`config.mk`:
```
export PLATFORM = sky130hd
export DESIGN_NAME = uart_tx_hold_queue
export DESIGN_NICKNAME = d
export VERILOG_FILES = /design/src/rtl/uart_tx_hold_queue.sv
export SDC_FILE = /design/constraint.sdc
export NUM_CORES = 1
export LEC_CHECK = 0
export BUFFER_PORTS_ARGS = -buffer_cell sky130_fd_sc_hd__buf_2
export CAP_MARGIN = 10
export CORE_MARGIN = 1.5
export CORE_UTILIZATION = 50
export DETAILED_ROUTE_END_ITERATION = 12
export PLACE_DENSITY_LB_ADDON = 0.15
export SLEW_MARGIN = 20
export SYNTH_ARGS = -nofsm -noshare
export SYNTH_HDL_FRONTEND = slang
export SYNTH_SLANG_ARGS = --single-unit
```
`constraint.sdc`:
```
create_clock -name clk_i -period 6.4 [get_ports clk_i]
set_input_delay 0.32 -clock clk_i [delete_from_list [all_inputs] [get_ports clk_i]]
set_output_delay 0.32 -clock clk_i [all_outputs]
set_load 0.1 [all_outputs]
```
`src/rtl/uart_tx_hold_queue.sv`:
```
// rtl/uart_tx_hold_queue.sv - baud-gated holding queue between the UART TX FIFO and the TX shifter
//
// Purpose
//    Circular holding queue of DEPTH words. Words are accepted on any cycle
//    through a valid/ready handshake. The head word is released only on a
//    baud tick while the TX FSM enables transfer and the shifter is ready.
//    The queue tracks occupancy, can be flushed synchronously, and reports a
//    sticky underrun when a release is requested while the queue is empty.
//
// Optional feature
//    UART_HOLD_PARITY_EN : when defined, each entry stores WIDTH+1 bits. Bit
//    WIDTH holds the even parity of the data word, computed at push time.
//    out_data_o is then WIDTH+1 bits wide. When undefined, entries and
//    out_data_o are WIDTH bits and there is no parity logic.
//
// Parameters
//    WIDTH : data word width in bits (>= 1)
//    DEPTH : number of entries (>= 2), need not be a power of two
//
// Ports
//    clk_i       in   system clock, rising edge
//    rst_i       in   asynchronous active-high reset
//    baud_tick_i in   one-cycle strobe from the baud rate generator
//    enable_i    in   TX FSM permits release of the head word
//    clear_i     in   synchronous flush of all entries and of the underrun flag
//    in_valid_i  in   write request from the TX FIFO side
//    in_data_i   in   write data
//    in_ready_o  out  queue can accept a word this cycle
//    out_ready_i in   TX shifter can take the head word
//    out_valid_o out  head word present
//    out_data_o  out  head word, zero when empty
//    count_o     out  current occupancy, 0..DEPTH
//    underrun_o  out  sticky: release requested while empty

module uart_tx_hold_queue #(
   parameter int WIDTH = 12,
   parameter int DEPTH = 4,
`ifdef UART_HOLD_PARITY_EN
   localparam int DW = WIDTH + 1,
`else
   localparam int DW = WIDTH,
`endif
   localparam int CW = $clog2(DEPTH + 1)
) (
   input  logic             clk_i,
   input  logic             rst_i,
   input  logic             baud_tick_i,
   input  logic             enable_i,
   input  logic             clear_i,
   input  logic             in_valid_i,
   input  logic [WIDTH-1:0] in_data_i,
   output logic             in_ready_o,
   input  logic             out_ready_i,
   output logic             out_valid_o,
   output logic [DW-1:0]    out_data_o,
   output logic [CW-1:0]    count_o,
   output logic             underrun_o
);

   localparam int PW = $clog2(DEPTH);
   localparam logic [PW-1:0] LAST_PTR = PW'(DEPTH - 1);
   localparam logic [CW-1:0] FULL_CNT = CW'(DEPTH);

   // Storage has no reset: its contents are meaningless until written, and
   // out_data_o is forced to zero whenever the queue is empty.
   logic [DW-1:0] r_mem [DEPTH];

   logic [PW-1:0] r_wr_ptr;
   logic [PW-1:0] r_rd_ptr;
   logic [CW-1:0] r_count;
   logic          r_underrun;

   logic          w_empty;
   logic          w_full;
   logic          w_pop_req;
   logic          w_push;
   logic          w_pop;
   logic [PW-1:0] w_wr_ptr_nxt;
   logic [PW-1:0] w_rd_ptr_nxt;
   logic [DW-1:0] w_wr_word;

   // ------------------------------------------------------------------
   // Status and handshake
   // ------------------------------------------------------------------
   assign w_empty = (r_count == '0);
   assign w_full  = (r_count == FULL_CNT);

   // in_ready_o depends on registered occupancy only, so a pop in the same
   // cycle never opens the door for a push into a full queue.
   assign in_ready_o  = ~w_full;
   assign out_valid_o = ~w_empty;
   assign count_o     = r_count;
   assign underrun_o  = r_underrun;

   // A release request exists whenever the tick, the FSM and the shifter
   // agree; it only becomes a real pop if there is a head word to give.
   assign w_pop_req = baud_tick_i & enable_i & out_ready_i;
   assign w_push    = in_valid_i & ~w_full;
   assign w_pop     = w_pop_req & ~w_empty;

   // Explicit wrap so non-power-of-two depths work without masking.
   assign w_wr_ptr_nxt = (r_wr_ptr == LAST_PTR) ? '0 : r_wr_ptr + PW'(1);
   assign w_rd_ptr_nxt = (r_rd_ptr == LAST_PTR) ? '0 : r_rd_ptr + PW'(1);

`ifdef UART_HOLD_PARITY_EN
   // Even parity bit sits above the data so the shifter can send it last.
   assign w_wr_word = {^in_data_i, in_data_i};
`else
   assign w_wr_word = in_data_i;
`endif

   assign out_data_o = w_empty ? '0 : r_mem[r_rd_ptr];

   // ------------------------------------------------------------------
   // Storage write port
   // ------------------------------------------------------------------
   // A flush in the same cycle drops the incoming word, so it is not stored.
   always_ff @(posedge clk_i) begin
      if (w_push && !clear_i) begin
         r_mem[r_wr_ptr] <= w_wr_word;
      end
   end

   // ------------------------------------------------------------------
   // Pointers and occupancy
   // ------------------------------------------------------------------
   always_ff @(posedge clk_i or posedge rst_i) begin
      if (rst_i) begin
         r_wr_ptr <= '0;
         r_rd_ptr <= '0;
         r_count  <= '0;
      end else if (clear_i) begin
         r_wr_ptr <= '0;
         r_rd_ptr <= '0;
         r_count  <= '0;
      end else begin
         if (w_push) begin
            r_wr_ptr <= w_wr_ptr_nxt;
         end
         if (w_pop) begin
            r_rd_ptr <= w_rd_ptr_nxt;
         end
         // Push and pop together leave the occupancy unchanged.
         case ({w_push, w_pop})
            2'b10:   r_count <= r_count + CW'(1);
            2'b01:   r_count <= r_count - CW'(1);
            default: r_count <= r_count;
         endcase
      end
   end

   // ------------------------------------------------------------------
   // Sticky underrun flag
   // ------------------------------------------------------------------
   always_ff @(posedge clk_i or posedge rst_i) begin
      if (rst_i) begin
         r_underrun <= 1'b0;
      end else if (clear_i) begin
         r_underrun <= 1'b0;
      end else if (w_pop_req && w_empty) begin
         r_underrun <= 1'b1;
      end
   end

endmodule

```
; ---- Word-level counts from Yosys, hierarchy flattened
; Memory sizes are Yosys's and may differ from the RTL's.
; Index checks and enable logic that the tools add are counted.
; Widths: inputs -> output; s select.
[op_classes]
mux = 13
n_reduce_logical = 8
eq_ne = 5
add_sub_neg = 4
bitwise = 6
[ops]
columns = cell, n
row1 = $mux 12, 1
row2 = $mux 2, 6
row3 = $eq 2x2->1 const B, 3
row4 = $pmux 3 s2, 1
row5 = $reduce_bool 2->1, 3
row6 = $add 2x1->2 const B, 2
row7 = $and 1x1->1, 4
row8 = $mux 1, 4
row9 = $add 3x1->3 const B, 1
row10 = $eq 3x3->1 const B, 1
row11 = $logic_not 3->1, 1
row12 = $mux 3, 1
row13 = $reduce_bool 3->1, 1
row14 = $sub 3x1->3 const B, 1
row15 = $eq 2x1->1 const B, 1
row16 = $logic_and 1x1->1, 2
row17 = $not 1->1, 2
row18 = $logic_not 1->1, 1
[totals]
reg_bits = 8
out_inout_bits = 18
mem_count = 1
ram_bits = 48
[mem_list]
columns = memory, words, word_bits, rd, rd_clocked_by_memory_dff, wr, line_no
row1 = r_mem, 4, 12, 1, 0, 1, 66  ; logic [DW-1:0] r_mem [DEPTH];

; ---- Longest topological paths before layout
[depth]
depth_word = 6
mapped_depth = 8

; ---- Worst setup path after synthesis
; Ideal clock, no wire load.
[synth_path]
path_kind = reg2out
startpoint = register r_count[1], in the netlist count_o[1]
endpoint = output out_data_o[10]
arrival_ns = 3.173
n_path_buf = 1
path_slack_ns = 2.907
required_ns = 6.080
path_stages_with_launch = 5
path_cell_list = dfrtp_1 > nor3_1 > inv_2 > clkbuf_1 > and2_1
[synth_between]
elab_chain_cells = 2
[synth_lines]
columns = item, line_no
row1 = start: declaration, 70  ; logic [CW-1:0] r_count;
row2 = start signal: assignment, 145  ; 2'b10: r_count <= r_count + CW'(1);
row3 = start signal: assignment, 146  ; 2'b01: r_count <= r_count - CW'(1);
row4 = start signal: assignment, 147  ; default: r_count <= r_count;
row5 = $logic_not 3->1, 85  ; assign w_empty = (r_count == '0);
row6 = $mux 12, 112  ; assign out_data_o = w_empty ? '0 : r_mem[r_rd_ptr];
row7 = end: declaration, 55  ; output logic [DW-1:0] out_data_o,
; Every way passes these cells.

; ---- Final worst setup path
[layout_path]
startpoint = register r_rd_ptr[0]
endpoint = output out_data_o[7]
[layout_between]
elab_chain_cells = 2
[layout_lines]
columns = item, line_no
row1 = start: declaration, 69  ; logic [PW-1:0] r_rd_ptr;
row2 = start signal: assignment, 141  ; r_rd_ptr <= w_rd_ptr_nxt;
row3 = $mem_v2 4x12, -
row4 = $mux 12, 112
; Every way passes these cells.

==> results.json <==
{
  "status": "finished clean",
  "boundaryPins": 37,
  "yosys_warnings": 0,
  "fin_skew_ps": 5.188,
  "place_congestion": 0.6945,
  "vias_per_cell": 5.509,
  "n_antenna_cell": 0,
  "routedWlPerCell_um": 17.08,
  "finalCriticalPeriod_ps": 2576,
  "maxCapViolCount": 0,
  "synth_top_family_by_area": "multiplexers",
  "internal-power_w": 0.0005303,
  "p_switching_w": 0.0003035,
  "fin_area_mm2": 0.002698,
  "p_seq_share_pct": 50.4,
  "drt-initial-drc-count": 50,
  "row_count": 24,
  "maxSlewHeadroom_pct": 44.13,
  "htree_levels": 2,
  "die_y_um": 72.01,
  "cts_root_buffer": "clkbuf_8",
  "postCtsSetupRepairBufs": 0,
  "clk_pin_slew_ps": 90,
  "crit_chain": "mux4_2 -> and2_1 -> buf_2",
  "ys_seq_elements": 56,
  "placed_area_mm2": 0.002605,
  "worst_setup_path_start_kind": "register",
  "hold_slack_ps": 229.5,
  "nets": 198,
  "worstSkewPairLatency_ps": 300,
  "hold_viol_final": 0,
  "cts_tree": "done",
  "leakage_nw": 1.010,
  "synth_area_leader_cell": "edfxtp_1",
  "synth_top_area_share_pct": 60.54,
  "wirelength_um": 3861,
  "drc": 0,
  "grt_pass1_wl_um": 6410,
  "final-max-slew-violation-count": 0,
  "yosys.area_share.adder_pct": 3.468,
  "comb_power_share_pct": 28.0,
  "ys_types": 31,
  "cp_num_buf_inv": 1,
  "endpoint_kind": "primary output",
  "p_clk_share_pct": 21.6,
  "antenna_found_initial": 0,
  "fin_util_pct": 60.29,
  "max_stage_delay_ps": 900,
  "dr.pass1.iters": 4,
  "ir_worst_vdd_mv": 0.1524,
  "cp_slowest_cell": "dfrtp_1",
  "synth_mux_area_share_pct": 13.29,
  "synthXorXnorAreaFrac_pct": 0.6831,
  "drive_gt1_share_pct": 36.21,
  "fin_tns_setup_ps": 0,
  "num-fill-cells": 359,
  "syn_avg_cell_area_um2": 17.77,
  "crit_family": "flip-flops",
  "core_area_mm2": 0.004474,
  "synthToLayoutAreaGrowth_pct": 13.29,
  "synth-edff-count": 48,
  "grtUsageTotal_pct": 16.95,
  "seq_area_frac_synth_pct": 68.94,
  "yosysMostFrequentCell": "edfxtp_1",
  "p_sw_share_pct": 36.40,
  "syn_area_mm2": 0.002381,
  "start_util_pct": 53.22,
  "power_density_mw_per_mm2": 309.1,
  "hold_class": "in2reg",
  "crit_type": "reg2out",
  "cts_buffer_depth": 2,
  "grt_pass1_vias": 1388,
  "async_flop_share_pct": 14.29,
  "syn-num-nets": 159,
  "max_clock_freq_mhz": 388.3,
  "yosys-top-cells-count": "edfxtp_1 (48), and2_1 (16), mux4_2 (12), dfrtp_1 (8), a21oi_1 (7)",
  "via_count": 1245,
  "setup_viol": 0,
  "critPathMaxFanout": 15,
  "synth_compound_area_share_pct": 2.522,
  "die_w_um": 72.01,
  "arrival_ps": 2260,
  "overflow": 0,
  "grt_max_degree": 17,
  "synthSimpleGateAreaFrac_pct": 9.406,
  "synth_cells": 134,
  "dp_hpwl_um": 2654,
  "rsz0062_at_grt": "false",
  "synth_flop_cell": "edfxtp_1",
  "cts_buffers": 5,
  "dieArea_mm2": 0.005185,
  "port_buffers": 36,
  "yosys-top-cells-area": "edfxtp_1 (61%), mux4_2 (11%), dfrtp_1 (8.4%)",
  "tightest_slew_ps": 838.1,
  "fin_crit_sh_pct": 40.24,
  "clock_sinks": 56,
  "crit_required_ps": 6080,
  "ant_nets": 0
}
cells by family after synthesis:
group / after synthesis
AO/OA/AOI/OAI: 10
multiplexers: 16
XOR/XNOR: 1
flip-flops: 56
AND/OR/NAND/NOR: 35
adder cells (fa/ha/maj): 6
buffers and inverters: 10
worst reg2reg max path, stage by stage, from the launching register on:
cell	delay, ps
dfrtp_1	460
nor3_1	340
inv_2	200
nand4_4	210
a21oi_1	80
fa_1	420
nor3b_1	200
a21oi_1	60
o221a_2	260
flip-flops by register name (all words and copies together) (netlist names):
| name | count |
|---|---|
| r_mem | 48 |
| count_o | 3 |
| r_rd_ptr | 2 |
| r_wr_ptr | 2 |
| underrun_o | 1 |
per-layer routing:
layer	vias up	wire [um]	track usage [%]
met5	-	0	0
met4	0	57	6.499
met3	6	132	4.583
met2	21	2069	30.35
met1	626	1601	19.42
li1	592	-	-
area by class of cell:
class / count / area, um2 / share of cell area [%]
Clock buffer: 5 / 68.82 / 2.551
Timing Repair Buffer: 37 / 190.2 / 7.050
Multi-Input combinational cell: 68 / 699.4 / 25.93
Clock inverter: 3 / 13.76 / 0.5102
Inverter: 5 / 18.77 / 0.6957
Tap cell: 52 / 65.06 / 2.412
Sequential cell: 56 / 1642 / 60.85
placed cells by master (no fill, tap or decap), types with 2 or more instances in the layout:
cell / n
ha_1: 5
clkinv_2: 2
inv_1: 4
a21oi_1: 7
buf_2: 36
edfxtp_1: 48
nor2_1: 4
nand2_1: 4
mux4_2: 12
clkbuf_8: 5
dfrtp_1: 8
and2_1: 16
nand2b_1: 2
mux2i_1: 2
per-stage QoR:
step,total power (W),cells,worst slack [ps]
6_report,0.0008338,226,3824
2_1_floorplan,0.0006235,134,2907
4_1_cts,0.0008408,226,3740
3_5_place_dp,0.0006652,217,4067
3_3_place_gp,0.0006609,217,4118
5_1_grt,0.0008641,226,3645
power by group through the flow:
stage          Combinational, W  Clock [W]  Sequential [W]
2_1_floorplan          0.000177          0        0.000447
3_3_place_gp           0.000232          0        0.000428
3_5_place_dp           0.000236          0        0.000429
4_1_cts                0.000236   0.000183        0.000421
5_1_grt                0.000245   0.000196        0.000423
6_report               0.000234   0.000180        0.000421
final timing paths:
| check | start | to | slack [ps] | cells past startpoint |
|---|---|---|---|---|
| setup / recovery | r_rd_ptr[0] | out_data_o[7] | 3820 | 3 |
| hold / removal | in_data_i[4] | r_mem[0][4] | 230 | 1 |
| setup reg to reg | count_o[1] | count_o[2] | 4070 | 8 |
| hold reg to reg | underrun_o | underrun_o | 500 | 2 |
| max in group asynchronous | rst_i | count_o[2] | 5660 | 3 |
| min in group asynchronous | rst_i | r_wr_ptr[0] | 500 | 3 |
timing repair:
item | 4_1_cts | 5_1_grt
gates resized for setup | 0 | 0
hold endpoints to repair | 8 | 0
hold buffers | 1 | 0
Note: power is estimated with default switching activity, not from simulation.
